==> src/rtl/uart_tx_feeder_pkg.sv <==
// Shared definitions for the uart_tx feeder: downstream uart_tx offsets,
// feeder register map and the master-side FSM encoding.
package uart_tx_feeder_pkg;

  localparam logic [31:0] TX_DATA_OFS = 32'h0000_0000;
  localparam logic [31:0] TX_CTRL_OFS = 32'h0000_000c;
  localparam int          TX_BUSY_BIT = 12;

  localparam logic [31:0] REG_DATA = 32'h0000_0000;
  localparam logic [31:0] REG_STAT = 32'h0000_0004;
  localparam logic [31:0] REG_CTRL = 32'h0000_0008;

  localparam int STAT_EMPTY = 8;
  localparam int STAT_FULL  = 9;
  localparam int STAT_OVF   = 10;
  localparam int STAT_BUSY  = 11;

  localparam int CTRL_ENABLE    = 0;
  localparam int CTRL_FLUSH     = 1;
  localparam int CTRL_IEN_EMPTY = 2;
  localparam int CTRL_IEN_THR   = 3;
  localparam int CTRL_ST_EMPTY  = 4;
  localparam int CTRL_ST_THR    = 5;
  localparam int CTRL_OVF       = 6;
  localparam int CTRL_THR_LSB   = 8;

  typedef enum logic [2:0] {
    IDLE  = 3'd0,
    POLL  = 3'd1,
    WPOLL = 3'd2,
    SEND  = 3'd3,
    WSEND = 3'd4,
    GAP   = 3'd5
  } fsm_state_t;

endpackage

==> src/rtl/uart_tx_feeder_sfifo.sv <==
// Synchronous FIFO with occupancy count; flush clears pointers and count
// and takes priority over a push or pop in the same cycle.
module sfifo #(
  parameter int AW = 4,
  parameter int DW = 8
) (
  input  logic          clk,
  input  logic          rstb,
  input  logic          push,
  input  logic          pop,
  input  logic          flush,
  input  logic [DW-1:0] wdata,
  output logic [DW-1:0] head,
  output logic [AW:0]   count,
  output logic          full,
  output logic          empty
);

  logic [DW-1:0] mem [2**AW];
  logic [AW-1:0] wr_ptr;
  logic [AW-1:0] rd_ptr;
  logic          do_push;
  logic          do_pop;

  // count only reaches 2**AW when full, so its top bit is the full flag
  assign full    = count[AW];
  assign empty   = (count == '0);
  assign do_push = push && !full;
  assign do_pop  = pop && !empty;
  assign head    = mem[rd_ptr];

  always_ff @(posedge clk or negedge rstb) begin
    if (!rstb) begin
      wr_ptr <= '0;
      rd_ptr <= '0;
      count  <= '0;
    end else if (flush) begin
      wr_ptr <= '0;
      rd_ptr <= '0;
      count  <= '0;
    end else begin
      if (do_push) wr_ptr <= wr_ptr + 1'b1;
      if (do_pop)  rd_ptr <= rd_ptr + 1'b1;
      case ({do_push, do_pop})
        2'b10:   count <= count + 1'b1;
        2'b01:   count <= count - 1'b1;
        default: count <= count;
      endcase
    end
  end

  always_ff @(posedge clk) begin
    if (do_push && !flush) mem[wr_ptr] <= wdata;
  end

endmodule

==> src/rtl/uart_tx_feeder.sv <==
// Buffers CPU-written characters and drains them into uart_tx by polling
// its busy flag and writing its data register over the master port.
module uart_tx_feeder
  import uart_tx_feeder_pkg::*;
#(
  parameter int          AW      = 4,
  parameter int          DW      = 8,
  parameter logic [31:0] TX_BASE = 32'h0,
  parameter int          GUARD   = 4
) (
  input  logic        clk,
  input  logic        rstb,
  input  logic        valid,
  input  logic        write,
  input  logic [31:0] addr,
  input  logic [1:0]  size,
  input  logic [31:0] wdata,
  output logic        ready,
  output logic [31:0] rdata,
  output logic        irq,
  output logic        m_valid,
  output logic        m_write,
  output logic [31:0] m_addr,
  output logic [1:0]  m_size,
  output logic [31:0] m_wdata,
  input  logic        m_ready,
  input  logic [31:0] m_rdata
);

  localparam int           GW         = (GUARD < 2) ? 1 : $clog2(GUARD + 1);
  localparam logic [GW-1:0] GUARD_INIT = GW'(GUARD);

  fsm_state_t    state, state_nx;
  logic          enable, irq_en_empty, irq_en_thr;
  logic          st_empty, st_thr, ovf;
  logic [7:0]    thr;
  logic          flush_pend;
  logic [GW-1:0] guard;
  logic [DW-1:0] head;
  logic [AW:0]   count;
  logic          full, empty;
  logic [31:0]   reg_addr;
  logic          wr_data, wr_ctrl;
  logic          push, pop, flush, load_guard;
  logic          set_empty, set_thr, set_ovf;
  logic [7:0]    count_after;
  logic [31:0]   rd_value;
  logic          unused_bits;

  assign reg_addr    = addr & ~32'h3;
  assign wr_data     = valid && write && (reg_addr == REG_DATA);
  assign wr_ctrl     = valid && write && (reg_addr == REG_CTRL);
  assign push        = wr_data && !full;
  assign flush       = wr_ctrl && wdata[CTRL_FLUSH];
  assign set_ovf     = wr_data && full;
  assign count_after = 8'(count) - 8'd1 + 8'(push);
  assign set_empty   = pop && (count == (AW+1)'(1)) && !push;
  assign set_thr     = pop && (count_after <= thr);
  assign irq         = (irq_en_empty && st_empty) || (irq_en_thr && st_thr);
  assign m_size      = 2'b10;
  assign unused_bits = ^{size, wdata[31:16], m_rdata};

  sfifo #(.AW(AW), .DW(DW)) fifo (
    .clk   (clk),
    .rstb  (rstb),
    .push  (push),
    .pop   (pop),
    .flush (flush),
    .wdata (wdata[DW-1:0]),
    .head  (head),
    .count (count),
    .full  (full),
    .empty (empty)
  );

  always_comb begin
    rd_value = '0;
    case (reg_addr)
      REG_STAT: begin
        rd_value[AW:0]       = count;
        rd_value[STAT_EMPTY] = empty;
        rd_value[STAT_FULL]  = full;
        rd_value[STAT_OVF]   = ovf;
        rd_value[STAT_BUSY]  = (state != IDLE);
      end
      REG_CTRL: begin
        rd_value[CTRL_ENABLE]        = enable;
        rd_value[CTRL_IEN_EMPTY]     = irq_en_empty;
        rd_value[CTRL_IEN_THR]       = irq_en_thr;
        rd_value[CTRL_ST_EMPTY]      = st_empty;
        rd_value[CTRL_ST_THR]        = st_thr;
        rd_value[CTRL_OVF]           = ovf;
        rd_value[CTRL_THR_LSB +: 8]  = thr;
      end
      default: rd_value = '0;
    endcase
  end

  always_ff @(posedge clk or negedge rstb) begin
    if (!rstb) begin
      ready <= 1'b0;
      rdata <= '0;
    end else begin
      ready <= valid;
      rdata <= (valid && !write) ? rd_value : '0;
    end
  end

  // Status flags: a hardware set in the same cycle as a write-1-clear wins
  always_ff @(posedge clk or negedge rstb) begin
    if (!rstb) begin
      enable       <= 1'b0;
      irq_en_empty <= 1'b0;
      irq_en_thr   <= 1'b0;
      thr          <= '0;
      st_empty     <= 1'b0;
      st_thr       <= 1'b0;
      ovf          <= 1'b0;
      flush_pend   <= 1'b0;
    end else begin
      if (wr_ctrl) begin
        enable       <= wdata[CTRL_ENABLE];
        irq_en_empty <= wdata[CTRL_IEN_EMPTY];
        irq_en_thr   <= wdata[CTRL_IEN_THR];
        thr          <= wdata[CTRL_THR_LSB +: 8];
      end
      if (set_empty)                             st_empty <= 1'b1;
      else if (wr_ctrl && wdata[CTRL_ST_EMPTY])  st_empty <= 1'b0;
      if (set_thr)                               st_thr <= 1'b1;
      else if (wr_ctrl && wdata[CTRL_ST_THR])    st_thr <= 1'b0;
      if (set_ovf)                               ovf <= 1'b1;
      else if (wr_ctrl && wdata[CTRL_OVF])       ovf <= 1'b0;
      if (flush)                                 flush_pend <= (state != IDLE);
      else if (state == IDLE)                    flush_pend <= 1'b0;
    end
  end

  always_ff @(posedge clk or negedge rstb) begin
    if (!rstb) begin
      state <= IDLE;
      guard <= '0;
    end else begin
      state <= state_nx;
      if (load_guard)                      guard <= GUARD_INIT;
      else if (state == GAP && guard != '0) guard <= guard - 1'b1;
    end
  end

  // A flush seen while a transaction is open abandons the character: the
  // poll or send finishes on the bus, then the FSM settles through GAP
  always_comb begin
    state_nx   = state;
    load_guard = 1'b0;
    pop        = 1'b0;
    m_valid    = 1'b0;
    m_write    = 1'b0;
    m_addr     = '0;
    m_wdata    = '0;
    case (state)
      IDLE: begin
        if (enable && !empty && !flush) state_nx = POLL;
      end
      POLL: begin
        m_valid  = 1'b1;
        m_addr   = TX_BASE + TX_CTRL_OFS;
        state_nx = WPOLL;
      end
      WPOLL: begin
        if (m_ready) begin
          if (flush || flush_pend || !enable) begin
            load_guard = 1'b1;
            state_nx   = GAP;
          end else if (!m_rdata[TX_BUSY_BIT]) begin
            state_nx = SEND;
          end else begin
            state_nx = POLL;
          end
        end
      end
      SEND: begin
        m_valid  = 1'b1;
        m_write  = 1'b1;
        m_addr   = TX_BASE + TX_DATA_OFS;
        m_wdata  = {{(32-DW){1'b0}}, head};
        state_nx = WSEND;
      end
      WSEND: begin
        if (m_ready) begin
          pop        = !(flush || flush_pend);
          load_guard = 1'b1;
          state_nx   = GAP;
        end
      end
      GAP: begin
        if (guard == '0) state_nx = IDLE;
      end
      default: state_nx = IDLE;
    endcase
  end

endmodule
==> config.mk <==
export PLATFORM = sky130hd
export DESIGN_NAME = uart_tx_feeder
export DESIGN_NICKNAME = d
export VERILOG_FILES = /design/src/rtl/uart_tx_feeder_pkg.sv /design/src/rtl/uart_tx_feeder_sfifo.sv /design/src/rtl/uart_tx_feeder.sv
export SDC_FILE = /design/constraint.sdc
export NUM_CORES = 1
export LEC_CHECK = 0
export CORE_MARGIN = 10
export CORE_UTILIZATION = 50
export DETAILED_ROUTE_END_ITERATION = 7
export GPL_TIMING_DRIVEN = 0
export PLACE_DENSITY = 0.81
export SKIP_CTS_REPAIR_TIMING = 1
export SLEW_MARGIN = 5
export SYNTH_ARGS = -nofsm -noshare
export SYNTH_HDL_FRONTEND = slang
export SYNTH_SLANG_ARGS = --single-unit
==> constraint.sdc <==
create_clock -name clk -period 4 [get_ports clk]
set_clock_uncertainty 0.1 [all_clocks]
set_input_delay 0.4 -clock clk [delete_from_list [all_inputs] [get_ports clk]]
set_output_delay 0.4 -clock clk [all_outputs]
set_load 0.05 [all_outputs]
==> results of run 1 <==
## cell families (layout without fill, tap and decap cells)
kind of cell,after synthesis,in the layout,synth area share (%)
muxes,48,48,11.9
DFF,178,178,61.4
buffers and inverters,123,241,9.06
and+or+nand+nor,144,144,9.19
adders and majority gates,21,21,3.16
other,2,73,0.0904
AOI/OAI and AO/OA,47,47,3.77
xor gates and xnor gates,14,14,1.48
## path summary, 6_finish.rpt
check	to	slack, ps	cells past startpoint
worst max-delay path	m_wdata[4]	130	6
worst min register to register	rdata[9]	390	2
worst min-delay path	rdata[9]	390	2
max in group asynchronous	fifo.wr_ptr[0]	2850	3
min in group asynchronous	rdata[8]	410	2
worst max register to register	st_thr	260	15
## flip-flops by register name, summed over array words and instances (netlist names)
name	cells
enable	1
fifo.count	5
fifo.mem	128
fifo.rd_ptr	4
fifo.wr_ptr	4
flush_pend	1
guard	3
irq_en_empty	1
irq_en_thr	1
ovf	1
rdata	15
ready	1
st_empty	1
st_thr	1
state	3
thr	8
## cell usage in the layout, fill, tap and decap left out, types with 17 or more instances in the layout
master	netlist	layout
mux4_2	40	40
clkdlybuf4s50_1	0	78
edfxtp_1	128	128
inv_1	29	29
dfrtp_1	50	50
buf_4	74	78
clkbuf_16	0	17
ha_1	21	20
nand2_1	31	31
and2_1	20	20
conb_1	2	73
nor2_1	27	27
## where the power goes
part	switching, mW	internal [mW]	total (mW)
Sequential	0.00300	1.98	1.99
Combinational	0.238	0.130	0.369
Clock	0.751	1.00	1.76
## metrics by stage
stage / power (mW) / hold slack [ps] / cells / setup WS [ps]
2_1_floorplan: 2.28 / 4.41 / 648 / 506
3_3_place_gp: 2.37 / 365 / 948 / -358
3_5_place_dp: 2.39 / 360 / 949 / -493
4_1_cts: 4.12 / -111 / 981 / -227
5_1_grt: 4.23 / 412 / 986 / 5.85
6_report: 4.11 / 390 / 986 / 127
## area by class of cell
| class | instances | share of cell area (%) |
|---|---|---|
| Timing Repair Buffer | 86 | 8.36 |
| Clock buffer | 17 | 4.11 |
| Inverter | 29 | 1.05 |
| Clock inverter | 15 | 1.90 |
| Multi-Input combinational cell | 347 | 26.4 |
| Tap cell | 220 | 2.66 |
| Buffer | 94 | 6.31 |
| Sequential cell | 178 | 49.2 |
## worst max-delay path: cells and delay by family (launching register included)
| family | cells | cell delay, ps |
|---|---|---|
| buffers and inverters | 3 | 1340 |
| multiplexers | 2 | 1080 |
| flip-flops | 1 | 350 |
| AND/OR/NAND/NOR | 1 | 150 |
## per-layer routing
metal,vias to the layer above,track usage [%]
li1,2328,-
met3,26,4.95
met1,2565,20.6
met5,-,0
met2,201,30.7
met4,0,5.79
==> results by stage, run 1 <==
Yosys:
- The commonest register cell after synthesis is edfxtp_1.
- The commonest cells after synthesis are edfxtp_1, buf_4, dfrtp_1.
- The share of synthesized area in the top cell type comes to 46.3%.
- During synthesis, Yosys emitted a total of 0 warnings.
- The synthesized design contains 128 enable-type register cells.
- The library cell occupying the most area in the post-synthesis netlist is edfxtp_1.
- The proportion of synthesized flip-flops having asynchronous set or reset is 28.1%.
- Sorting the synthesized cells by area gives the leading types as edfxtp_1, dfrtp_1, mux4_2.
- The number of library cell types mapped by synthesis is 48.
- The sequential fraction of the synthesis area is between 60 and 70%.
- Counting every instance in the synthesized netlist gives 577.
- The flip-flop and latch count after synthesis is about 180.
- The summed instance area of the synthesized netlist is 8300 um2.
- The most frequent cell after synthesis is edfxtp_1.
- The synthesized area per cell is 14.4 um2.

Floorplan:
- The initial utilization of the core area, before any placement, comes to 50.6%.
- 205 I/O pins were placed.
- Measured along the y axis, the die boundary spans 149 um.
- In this run the core area contains 47 standard-cell rows.
- The core region is 16400 um2.
- The floorplan die area is 22200 um2.
- The die is around 150 um wide.

Cells and area:
- The antenna cell count is 0.
- The finished cells cover 10400 um2.
- Relative to the synthesized area, the layout overhead comes to 24.7%.
- The fill cell instance count of the final layout is 1196.
- Measured on the finished design, the core utilization comes to 63.1%.
- In the final design database the tool counted 877 nets.
- Registers take around 5000 um2.
- The multi-input combinational cells in the finished layout cover a total of 2730 um2.
- The fraction of final layout cells with drive strength greater than 1 is 22.2%.

Hold path:
- In this run the worst hold path is classified as register to register.
- The launch instance of the worst min-delay path is thr[1].

Timing:
- For the final routed database, the setup TNS stands at 0 ps.
- The count of endpoints failing setup in the final report is 0.
- The time the worst path needs with I/O delays and setup is 3870 ps.
- The final-report hold violation count is 0.
- The number of pins with negative max-slew slack in the final report was 0.
- Setup repair after global routing left no endpoint under its margin.
- After layout, the worst path uses a little over nine tenths of the clock period.
- In this run the tightest slew margin relative to its limit is 17.7%.
- At the pin with the least slew margin, the transition time is 1220 ps.
- The timing-limited maximum frequency is 258 MHz.

Job:
- The max-cap check violation count is 0.

Clock tree:
- The level count of the clock H-tree is 4.
- The longest clock path from root to sink contains 2 buffers.
- Counting the buffers created by CTS gives 17.
- In this run the clock root is driven by a clkbuf_16.
- TritonCTS built the clock tree.
- The clock net in this run drives a total of 178 sinks.
- The clock insertion delay at the later pin of the skew report is 430 ps.
- The clock edge transition at the registers on the reported setup and hold paths is roughly 70 ps.

Placed design:
- At the end of routability-driven placement, the weighted congestion stood at 0.857.
- The number of port buffers is 80.
- The placed wire-length estimate is ~14000 um.
- The post-placement cell area is 9670 um2.

Route:
- After the first detailed-routing iteration, the DRC count stood at 475.
- For this block, wires on met1 add up to 7390 um.
- The routed length on met2 is 10600 um.
- Dividing the detail-routed via count by the number of cells gives a little over 5.
- The pre-antenna-repair detailed-routing pass consisted of 5 iterations.
- The total routed wirelength is 19600 um.
- Routed signal wires occupy layers up through met4.
- The total via count in the routed design is 5120.
- The routed length per instance is 19.8 um.
- The met3 routed wirelength is between 1000 and 1500 um.
- In the routed design, unresolved DRC markers number 0.
- The detail route stage leaves a number of antenna-violating nets equal to 0.

Worst setup path:
- The worst register-to-register path begins at fifo.count[4].
- The signal arrival time at the worst endpoint is approximately 3400 ps.
- The signal on the critical path passes through clkbuf_2 -> clkbuf_4 -> mux4_2 -> mux4_2 -> nor2b_1 -> clkdlybuf4s50_1.
- In this design, the stage delay of the slowest critical-path cell is 720 ps.
- STA classifies the critical path startpoint as a register.
- STA classifies the critical path endpoint as an output port.
- The cell with the largest stage delay on the worst path is clkdlybuf4s50_1.
- By instance count, the cell type seen most on the critical path is mux4_2.
- The critical path is of the register to output port type.
- The data required time at the worst endpoint is around 3500 ps.
- The worst-path maximum fanout is 10.
- Tracing the worst setup path back leads to its startpoint at fifo.rd_ptr[0].

GRT:
- Entering global routing, the biggest net connects 27 pins.
- The first-pass GRT wire length is 30000 um.
- The initial antenna violation count came to 0.
- In the global route stage, overall resource usage came out at roughly 18%.
- The via count of the first global-routing pass was 5350.
- The global-route congestion overflow total is 0.

Power and ir drop:
- The areal power density over the cells is 397 nW/um2.
- Across the VDD grid, the largest voltage drop is 0.334 mV.
- The leakage dissipation is 4.14 nW.

Status:
- The run finished with clean final reports.
Power figures use the tool's default switching activity.
==> inputs of run 2 (changes only) <==
Settings changed: CORE_MARGIN 10 to 2, HOLD_SLACK_MARGIN from default to 0.02.
==> results by stage, run 2 (synthesis gave the netlist of run 1 again) <==
GRT:
- The initial antenna violation count is 0 (unchanged).
- The met3 capacity usage during global routing was 5.59% (+0.65 points).
- The met2 track demand over resource in global routing is 37.0% (+6.3 points).
- The met1 track demand over resource was 26.0% (+5.4 points).
- The first-pass GRT wire length is 28000 um (-6.6%).
- In this run the most used layer during global routing was met2.
- The via count of the first global-routing pass is 5091 (-4.8%).
- The global-route congestion overflow total is 0 (unchanged).
- The pin count of the biggest net entering global routing is 27 (unchanged).
- The global router's overall resource usage is 21.2% (+3.6 points).

Power and ir drop:
- The areal power density over the cells is 376 nW/um2 (-5.4%).
- The fraction of power consumed by the clock network was 39.1% (-3.6 points).
- The fraction of power spent switching nets is 24.5% (+0.35 points).
- The power consumption was 3.86 mW (-6.1%).
- The largest vdd supply drop came to 0.331 mV (-1.0%).
- The register share of total power is 51.4% (+3.1 points).
- The design internal power was 2.92 mW (-6.5%).
- The leakage dissipation was 4.08 nW (-1.5%).
- The net switching component of the power is 0.946 mW (-4.7%).
- The combinational power share was 9.4% (+0.4 points).

Worst setup path:
- The data required time at the worst endpoint is 3500 ps (about the same).
- The startpoint type of the worst setup path is a register.
- The critical path in this run is classified as register to output port.
- The signal arrival time at the worst endpoint is 3390 ps (+20 ps).
- The depth of the worst register-to-register path was 15 (unchanged).
- The slack of the worst reg-to-reg path is 270 ps (about the same).
- The beginning of the worst register-to-register path is fifo.count[4].
- The endpoint identified for the worst register-to-register timing path is st_thr.
- The type of element capturing the critical path is an output port.
- The worst-path maximum fanout is 10 (unchanged).

Hold path:
- The worst-case hold path end point is rdata[12].
- In this run the worst hold path is classified as register to register.
- The launch instance of the worst min-delay path is thr[4].
- The instance count along the most critical hold path is 1 (-1).

Cells and area:
- The fill cell instance count of the final layout is 1177 (-1.6%).
- The register containing the most flip-flops in the final layout is fifo.mem.
- In the layout the commonest cells are edfxtp_1, buf_4, clkdlybuf4s50_1, conb_1, dfrtp_1.
- The antenna cell count is 0 (unchanged).
- The number of nets in the layout came to 878 (+0.11%).
- The fraction of final layout cells with drive strength greater than 1 is 22.2% (-0.029 points).
- The flip-flop count of the largest register, all copies and words added is 128 (unchanged).
- In the final layout, the registers with the most flip-flops are fifo.mem x128, rdata x15, thr x8.
- The most common cell after layout, fill and taps aside is edfxtp_1.
- The final instance count without filler cells is 987 (+0.10%).
- Relative to the synthesized area, the layout overhead comes to 23.7%.

Clock tree:
- The maximum root-to-sink buffer count is 2 (unchanged).
- The TritonCTS buffer count came to 17 (unchanged).
- The tree is rooted in a clkbuf_16.
- The level count of the clock H-tree is 4 (unchanged).
- The clock edge transition at the registers on the reported setup and hold paths was 70 ps (about the same).
- The clock insertion delay at the later pin of the skew report is 430 ps (about the same).
- The count of clock tree sinks came to 178 (unchanged).
- The clock tree from TritonCTS is built.

Route:
- The number of nets still failing antenna checks after routing is 0 (unchanged).
- The via-per-instance ratio was 5.08 (-2.2%).
- The count of unresolved DRC violations after routing came to 0 (unchanged).
- The total routed wirelength came to 17900 um (-8.5%).
- The total via count in the routed design is 5011 (-2.1%).
- The number of DRC violations after detailed-routing iteration 0 is 431 (-9.3%).
- The count of TritonRoute iterations in the first routing pass came to 4 (-1).
- The routed length per instance is 18.1 um (-8.6%).

Placed design:
- The placed wire-length estimate was 12800 um (-7.4%).
- The final weighted congestion in routability-driven placement is 0.841 (-1.9%).
- The number of port buffers is 80 (unchanged).
- The number of cells in the design after placement is 949 (unchanged).

Floorplan:
- The number of core rows is 47 (unchanged).
- The effective utilization at floorplan is 50.6% (unchanged).
- The floorplan die area is 17700 um2 (-20%).
- The number of placed I/O pins is 205 (unchanged).
- The placeable core region was 16400 um2 (unchanged).
- The chip width is 133 um (-11%).
- The vertical die dimension is 133 um (-11%).

Timing:
- The total negative slack was 0 ps (unchanged).
- The final-report hold violation count is 0 (unchanged).
- The time the worst path needs with I/O delays and setup is 3890 ps (+12.7 ps).
- The max-slew headroom at the worst pin is 14.9% (-2.8 points).
- The timing-limited maximum frequency is 257 MHz (-0.33%).
- The transition at the pin with the smallest max-transition slack came to 1270 ps (+42.0 ps).
- The number of pins with negative max-slew slack in the final report is 0 (unchanged).
- The count of endpoints failing setup in the final report was 0 (unchanged).
- Setup repair after global routing left no endpoint under its margin.
- The share of the clock period used by the worst path is 97.2% (+0.32 points).

Status:
- The run finished with clean final reports.

Job:
- The max-cap check violation count was 0 (unchanged).
-- run 2: layer usage --
layer	part of all wire, %	vias to the layer above
met4	1.7	0
met1	39	2491
met3	5.5	26
li1	-	2327
met2	54	167
met5	0	-
-- run 2: worst max path at each step --
stage	startpoint	to	slack, ps	cells after the start
4_1_cts	fifo.rd_ptr[0]	m_wdata[1]	-200	6
3_3_place_gp	addr[21]	st_thr	-320	16
5_1_grt	valid	st_thr	20	16
6_report	fifo.rd_ptr[1]	m_wdata[4]	110	6
3_5_place_dp	addr[22]	st_thr	-480	16
2_1_floorplan	fifo.count[4]	st_thr	510	15
-- run 2: layout make-up --
| class | instances | area [um2] | share of cell area, % |
|---|---|---|---|
| Sequential cell | 178 | 5090 | 49.6 |
| Multi-Input combinational cell | 347 | 2740 | 26.6 |
| Timing Repair Buffer | 87 | 863 | 8.40 |
| Buffer | 94 | 656 | 6.38 |
| Clock buffer | 19 | 433 | 4.21 |
| Tap cell | 220 | 275 | 2.68 |
| Inverter | 29 | 109 | 1.06 |
| Clock inverter | 13 | 106 | 1.04 |
-- run 2: power groups by stage --
| stage | sequential (mW) | clock [mW] | combinational [mW] |
|---|---|---|---|
| 6_report | 1.99 | 1.51 | 0.364 |
| 2_1_floorplan | 2.03 | 0 | 0.256 |
| 3_5_place_dp | 2.02 | 0 | 0.359 |
| 3_3_place_gp | 2.02 | 0 | 0.350 |
| 5_1_grt | 1.99 | 1.60 | 0.385 |
| 4_1_cts | 1.99 | 1.53 | 0.360 |
-- run 2: through the flow --
stage | instance area (um2) | hold WS (ps) | setup slack (ps) | util, %
2_1_floorplan | 8570 | 4.41 | 506 | -
3_3_place_gp | 9650 | 365 | -322 | 58.8
3_5_place_dp | 9660 | 351 | -485 | 58.9
4_1_cts | 10200 | -113 | -197 | 62.2
5_1_grt | 10300 | 407 | 19.4 | 62.6
6_report | 10300 | 384 | 114 | 62.6
-- run 2: critical path, stage by stage, from the launching register on --
cell and delay (ps):
dfrtp_1 360, buf_1 410, clkbuf_2 410, mux4_2 410, mux4_2 500, nor2b_1 140, clkdlybuf4s50_1 710
==> inputs of run 3 (changes only) <==
Settings changed: SLEW_MARGIN 5 to default.
==> results of run 3 <==
Same layout as run 2: the final DEF is identical, and so are final timing and power.
